===== src/rtl/vector_regfile_sb.sv =====
// Vector register file with two registered read ports and one lane-masked
// write port. It adds a write-first bypass, a hardware sweep-clear after reset
// or on request, and a per-register pending-write scoreboard for issue-stage
// hazard checks.
//
// Handshake: re is a request with no back-pressure. A request accepted at
// edge N (re=1 while idle) produces data1/data2 with rd_valid=1 for exactly
// the cycle after edge N. While busy=1, re, we and reserve_valid are dropped,
// rd_valid stays 0 and the data outputs hold their last value.
module vector_regfile_sb #(
    parameter  int NUM_REGS = 32,
    parameter  int LANES    = 4,
    parameter  int DATA_W   = 32,
    parameter  int ZERO_REG = 0,
    localparam int AW       = $clog2(NUM_REGS),
    localparam int VW       = LANES * DATA_W
) (
    input  logic          clk,
    input  logic          rst_n,
    input  logic          re,
    input  logic [AW-1:0] read1,
    input  logic [AW-1:0] read2,
    output logic [VW-1:0] data1,
    output logic [VW-1:0] data2,
    output logic          rd_valid,
    input  logic [LANES-1:0] we,
    input  logic [AW-1:0] write_addr,
    input  logic [VW-1:0] write_vector,
    input  logic          reserve_valid,
    input  logic [AW-1:0] reserve_addr,
    output logic          pending1,
    output logic          pending2,
    input  logic          clear_req,
    output logic          busy,
    output logic          o_dbg_state
);

    localparam bit ZR = (ZERO_REG != 0);

    typedef enum logic {
        S_CLEAR = 1'b0,
        S_IDLE  = 1'b1
    } state_t;

    state_t              r_state;
    state_t              w_state_nxt;
    logic [AW-1:0]       r_clr_ptr;
    logic [AW-1:0]       w_clr_ptr_nxt;
    logic [VW-1:0]       r_mem [NUM_REGS];
    logic [NUM_REGS-1:0] r_pending;
    logic [VW-1:0]       r_data1;
    logic [VW-1:0]       r_data2;
    logic                r_rd_valid;

    logic                w_idle;
    logic                w_wr_ok;
    logic                w_wr_to_zero;
    logic                w_wr_any;
    logic                w_rsv_en;
    logic                w_rd_en;
    logic [VW-1:0]       w_rd1;
    logic [VW-1:0]       w_rd2;

    // The request-clear edge drops its own write and reservation.
    assign w_idle       = (r_state == S_IDLE);
    assign w_wr_ok      = w_idle && !clear_req;
    assign w_wr_to_zero = ZR && (write_addr == '0);
    assign w_wr_any     = w_wr_ok && (|we) && !w_wr_to_zero;
    assign w_rsv_en     = w_wr_ok && reserve_valid && !(ZR && (reserve_addr == '0));
    assign w_rd_en      = w_idle && re;

    assign data1       = r_data1;
    assign data2       = r_data2;
    assign rd_valid    = r_rd_valid;
    assign busy        = (r_state == S_CLEAR);
    assign pending1    = r_pending[read1];
    assign pending2    = r_pending[read2];
    assign o_dbg_state = r_state;

    // State register and sweep pointer.
    always_ff @(posedge clk or negedge rst_n) begin
        if (!rst_n) begin
            r_state   <= S_CLEAR;
            r_clr_ptr <= '0;
        end else begin
            r_state   <= w_state_nxt;
            r_clr_ptr <= w_clr_ptr_nxt;
        end
    end

    // Next state: sweep one register per edge, leave after the last one.
    always_comb begin
        w_state_nxt   = r_state;
        w_clr_ptr_nxt = r_clr_ptr;
        case (r_state)
            S_CLEAR: begin
                w_clr_ptr_nxt = r_clr_ptr + 1'b1;
                if (r_clr_ptr == AW'(NUM_REGS - 1)) begin
                    w_state_nxt   = S_IDLE;
                    w_clr_ptr_nxt = '0;
                end
            end
            S_IDLE: begin
                if (clear_req) begin
                    w_state_nxt   = S_CLEAR;
                    w_clr_ptr_nxt = '0;
                end
            end
            default: begin
                w_state_nxt   = S_CLEAR;
                w_clr_ptr_nxt = '0;
            end
        endcase
    end

    // Storage: the sweep zeroes one register per edge, otherwise lane-masked writes.
    always_ff @(posedge clk) begin
        if (r_state == S_CLEAR) begin
            r_mem[r_clr_ptr] <= '0;
        end else if (w_wr_ok && !w_wr_to_zero) begin
            for (int i = 0; i < LANES; i++) begin
                if (we[i]) begin
                    r_mem[write_addr][i*DATA_W +: DATA_W] <= write_vector[i*DATA_W +: DATA_W];
                end
            end
        end
    end

    // Read mux with write-first lane bypass; the zero register overrides everything.
    always_comb begin
        w_rd1 = r_mem[read1];
        w_rd2 = r_mem[read2];
        for (int i = 0; i < LANES; i++) begin
            if (w_wr_ok && we[i] && (write_addr == read1)) begin
                w_rd1[i*DATA_W +: DATA_W] = write_vector[i*DATA_W +: DATA_W];
            end
            if (w_wr_ok && we[i] && (write_addr == read2)) begin
                w_rd2[i*DATA_W +: DATA_W] = write_vector[i*DATA_W +: DATA_W];
            end
        end
        if (ZR && (read1 == '0)) begin
            w_rd1 = '0;
        end
        if (ZR && (read2 == '0)) begin
            w_rd2 = '0;
        end
    end

    // Registered read outputs; data holds between accepted requests.
    always_ff @(posedge clk or negedge rst_n) begin
        if (!rst_n) begin
            r_data1    <= '0;
            r_data2    <= '0;
            r_rd_valid <= 1'b0;
        end else begin
            r_rd_valid <= w_rd_en;
            if (w_rd_en) begin
                r_data1 <= w_rd1;
                r_data2 <= w_rd2;
            end
        end
    end

    // Pending scoreboard: a write clears, a reservation sets, and set wins on a tie.
    always_ff @(posedge clk or negedge rst_n) begin
        if (!rst_n) begin
            r_pending <= '0;
        end else if (w_idle && clear_req) begin
            r_pending <= '0;
        end else begin
            if (w_wr_any) begin
                r_pending[write_addr] <= 1'b0;
            end
            if (w_rsv_en) begin
                r_pending[reserve_addr] <= 1'b1;
            end
        end
    end

endmodule


===== config.mk =====
export PLATFORM = sky130hd
export DESIGN_NAME = vector_regfile_sb
export DESIGN_NICKNAME = d
export VERILOG_FILES = /design/src/rtl/vector_regfile_sb.sv
export SDC_FILE = /design/constraint.sdc
export NUM_CORES = 2
export LEC_CHECK = 0
export CAP_MARGIN = 20
export CORE_MARGIN = 2
export CORE_UTILIZATION = 55
export DETAILED_ROUTE_END_ITERATION = 16
export PLACE_DENSITY_LB_ADDON = 0.05
export SETUP_SLACK_MARGIN = 0.15
export SYNTH_ARGS = -nofsm -noshare
export SYNTH_HDL_FRONTEND = slang
export SYNTH_SLANG_ARGS = --single-unit

===== constraint.sdc =====
create_clock -name clk -period 10.3 [get_ports clk]
set_input_delay 1.03 -clock clk [delete_from_list [all_inputs] [get_ports clk]]
set_output_delay 1.03 -clock clk [all_outputs]
set_load 0.01 [all_outputs]

Yosys cells after proc, flatten, opt, wreduce, memory -nomap -nowiden
Memories as Yosys holds them, arrays and structs flattened. A register that Yosys moved wholly into a read port is not among the register bits. Index checks and enable logic that the tools add are counted. W data, S select, Z words.

Add/subtract/negate cells: 1. Order comparisons: 6. Equal/unequal tests: 2. Mux-type cells: 38. Bitwise logic cells: 4. Reduce and logical (&&, ||, !) cells: 12.

Operators with widths (number): $mux W128 (1); $mux W32 (4); $reduce_or A128 Y1 (1); $and A32 B32 Y32 (1); $not A32 Y32 (1); $or A32 B32 Y32 (1); $lt A5 B6 Y1 const B (4); $mux W1 (23); $mux W5 (3); $bmux W1 S5 (2); $demux W1 S5 (2); $ge A5 B1 Y1 const B (2); $pmux W5 S2 (1); $logic_and A1 B1 Y1 (7); $add A5 B1 Y5 const B (1); $eq A5 B5 Y1 const B (1); $mux W4 (1); $reduce_or A4 Y1 (1); $logic_not A1 Y1 (3); $ne A2 B2 Y1 const B (1); $pmux W1 S2 (1); $not A1 Y1 (1).

Bits in registers: 39. RAM bits: 4096. Word-level logic and storage cells: 68. Memories kept: 1.

Memories: r_mem (words 32, bits a word 128, rd ports 2, clocked after Yosys merged registers in 2, wr ports 1, RTL line 49) `logic [VW-1:0] r_mem [NUM_REGS];`.

Depth between registers and ports, before layout
Depth after elaboration: 11. Gate-level depth with buffers: 12. Mapped depth without buffers: 7.

Worst setup path after synthesis
Ideal clock, no wire load.

Path type: input to register. From: in we[2]. To: mem r_mem[15][0] (netlist bit) (enable). Library setup time: 461 ps. Arrival: 5068 ps. Required time: 9839 ps. Path slack: 4772 ps. Stages on the path: 7. Path buffers: 3. Path through: or4_4 nand2_1 clkbuf_1 clkbuf_1 a31oi_1 clkbuf_1 nor3_1.

Cells in the longest elaborated chain, start to end: 6. Elaborated cells between the ends (all ways): 7.

RTL lines: start: declaration (RTL line 26) `input logic [LANES-1:0] we,`; $mux W1 * (RTL line 122) `if (we[i]) begin`; $mux W1 * (RTL line 120) `end else if (w_wr_ok && !w_wr_to_zero) begin`; $mux W1 * (RTL line 118) `if (r_state == S_CLEAR) begin`; $mux W1 (implied by the code) * (RTL line 123) `r_mem[write_addr][i*DATA_W +: DATA_W] <= write_vector[i*DATA_W +: DATA_W];`; $reduce_or A128 Y1 (no source line) *; $mux W5 (no source line) / $mux W4 (equally long branches); end: declaration (RTL line 49).

Mark *: on every way between the ends. The rest lies on a longest branch, timed or not.

Worst setup path in the final report
From: in clear_req. To: mem r_mem[8][46] (netlist bit) (enable).

Cells in the longest elaborated chain, start to end: 7. Elaborated cells between the ends (all ways): 17.

RTL lines: start: declaration (RTL line 33) `input logic clear_req,`; $logic_not A1 Y1 * (RTL line 66) `assign w_wr_ok = w_idle && !clear_req;`; $logic_and A1 B1 Y1 * (RTL line 66); $mux W1 (RTL line 120); $mux W1 (RTL line 118); $mux W1 (implied by the code) (RTL line 123); $reduce_or A128 Y1 (no source line); $mux W5 (no source line) / $mux W4 (equally long branches).

Marks and branches as above.

==> results.md <==
* Status: completed
* PortBufs at 417
* Slew headroom at 0.211
* CP Capture Type: flip-flop
* Sequential share of the synthesized area at 0.639
* Gpl congestion at 0.857
* Post-synth top flop: edfxtp_1
* Num CTS Buffers at 460
* Final min period at slightly below 6000 ps
* Via count normalized by instance count at around 7.3
* Root Buffer: clkbuf_16
* Reg2reg setup slack at 4490 ps
* Multiplexer share of the synthesized area at 0.231
* Final Power at 50.6 mW
* Cell area after synthesis at around 200000 um^2
* Layout area overhead at 13.1%
* WL/cell at ~39 um
* First-pass GRT wire length at 949 mm
* Largest net degree at the start of global routing at 113
* Clock sinks at around 4400
* Worst setup SP type: input pin
* Mapped Cells at approximately 12000
* Final setup vio count at 0
* Final hold vios at 0
* Setup Skew at about 48 ps
* Final net count at between 10000 and 15000
* Detailed-route DRC error count at 0
* Die Ht at roughly 610 um
* P_leak at ~77 nW
* Max_cap viols at 0
* Synth top area share at 0.603
* Worst slew pin tran at 1170 ps
* Register area at approximately 130000 um^2
* Drt total wl at ~680 mm
* Fillers at around 26000
* Xor-xnor portion of the synthesized cell area at 0.000294
* Setup TNS at 0 ps
* Clock transition at the registers of the reported paths at 60 ps
* Total GRT Usage at 0.359
* PostCTS Resize Cnt at 0
* Most frequent cells in the layout: 4096 x edfxtp_1, 1457 x mux2i_1, 1420 x mux4_2
* PD cells at about 220 nW/um^2
* Starting density of the core at 0.553
* Antenna Nets Post-Route at 0
* Total grt overflow at 0
* Final WS setup at approximately 4400 ps
* Crit path DAT at ~6500 ps
* Synth area leader: edfxtp_1
* Avg Cell Area, Syn at 16.9 um^2
* Die Area at around 380000 um^2
* Initial antenna violation count at 32
* Critical path fanouts, max at 32
* CTS tree: yes
* Total nets after synthesis at ~12000
* RSZ-0062 raised after global routing: false
* Vias in the first global route at 129099
* Synth top area cells: edfxtp_1 60%, mux4_2 16%, mux2i_1 7.1%, dfrtp_1 3.6%, a221oi_1 2.3%
* Setup repair bufs after CTS at 0
* Share of cells above drive strength 1 at 0.221
* H-tree Lvls at 5
* Asr flop ratio synth at 0.0672
* Crit path required time at 10920 ps
* Adder-cell share of the synthesized area at 0.000123
* Die W at a little over 600 um
* Post-synth EDFFs at 4096
* Largest family of logic cells by synthesized area: multiplexers
* Clock buffer depth at 4
* Synth Area in Compound Gates at 0.0799
* DPL Wire Length at between 300 and 400 mm
* Commonest non-fill, non-tap cell in the layout: edfxtp_1
* #FFs+latches synth at 4391
* FMAX at 170 MHz
* Max VDD drop at approximately 0.18 mV
* Worst-Skew Late Latency at 1010 ps
* Pre-Repair DR Iteration Count at 6
* Crit path kind: in -> reg
* Rows at between 200 and 250
* Multi-input logic area at between 70000 and 80000 um^2
* Ys Warns at 0
* Drt initial violations at 17906
* Final period util at 0.572
* CORE AREA at between 300000 and 400000 um^2
* Via count at around 130k
* Unique masters post-synth at 66
* Hold_buf cts at 1
* Simple-Gate Fraction of Synth Area at 0.0276
* Slew Limit Fails at 0
* I/O pins at about 420
* Worst Hold Class: reg -> reg
* Worst slack at placement at roughly 3700 ps
==> logic make-up after synthesis <==
group / after synthesis
multiplexers: 2924
AO/OA/AOI/OAI: 2344
buffers and inverters: 1115
XOR/XNOR: 6
AND/OR/NAND/NOR: 1258
flip-flops: 4391
adder cells (fa/ha/maj): 2
==> metal layers <==
metal / vias to the layer above / global-route usage / wire length, um
met3: 1774 / 0.0819 / 76800
li1: 51057 / - / -
met4: 8 / 0.169 / 36700
met2: 8745 / 0.562 / 319000
met1: 67737 / 0.479 / 248000
met5: - / 0 / 54
==> worst max-delay path, cell delays in order <==
cell,delay (ps)
clkdlybuf4s50_1,810
nor2b_4,990
nand2_1,910
or3_1,780
o31a_2,520
or2_2,660
nor2_4,150
buf_4,590
==> cell type report <==
class                   count  area share
clock buffers             623      0.0560
well taps                4950      0.0268
repair buffers            800      0.0350
clock inverters           246      0.0110
flip-flops and latches   4391       0.565
multi-input cells        6534       0.304
inverters                  99     0.00180
diodes                     16    0.000173
==> final timing paths <==
kind | from | to | cells past startpoint
max in group asynchronous | rst_n | data1[117] | 4
setup / recovery | clear_req | r_mem[8][46] | 8
hold reg to reg | data2[14] | data2[14] | 2
setup reg to reg | o_dbg_state | r_mem[8][46] | 7
min in group asynchronous | rst_n | data1[122] | 2
hold / removal | data2[14] | data2[14] | 2
==> report_power, final <==
group	switching (mW)	total (mW)	leakage, nW	internal [mW]
Sequential	1.49	24.0	40.3	22.5
Clock	7.06	17.0	7.55	9.98
Combinational	5.90	9.60	29.2	3.70
Total	14.5	50.6	77.0	36.2
==> stage by stage <==
stage	cell area, um^2	utilization	cells	hold WS (ps)
2_1_floorplan	204000	-	12040	523
3_3_place_gp	214000	0.581	16733	471
3_5_place_dp	214000	0.581	16736	472
4_1_cts	230000	0.623	17606	471
5_1_grt	231000	0.625	17653	509
6_report	231000	0.625	17659	488
==> synthesized netlist by cell type (85+ instances only) <==
library cell,n
edfxtp_1,4096
mux2i_1,1457
mux4_2,1420
clkbuf_1,637
nand2_1,583
o21ai_0,563
a221oi_1,538
a21oi_1,379
dfrtp_1,295
buf_2,228
nor2_1,209
a22oi_1,203
nor3_1,170
buf_1,128
a22o_1,107
o221ai_1,103
inv_1,92
nand3_1,88
o21ai_1,85
==> flip-flops by register name, summed over array words and instances (netlist names) <==
signal and flops:
data1 128, data2 128, o_dbg_state 1, r_clr_ptr 5, r_mem 4096, r_pending 32
rd_valid 1
Note: power is estimated with default switching activity, not from simulation.
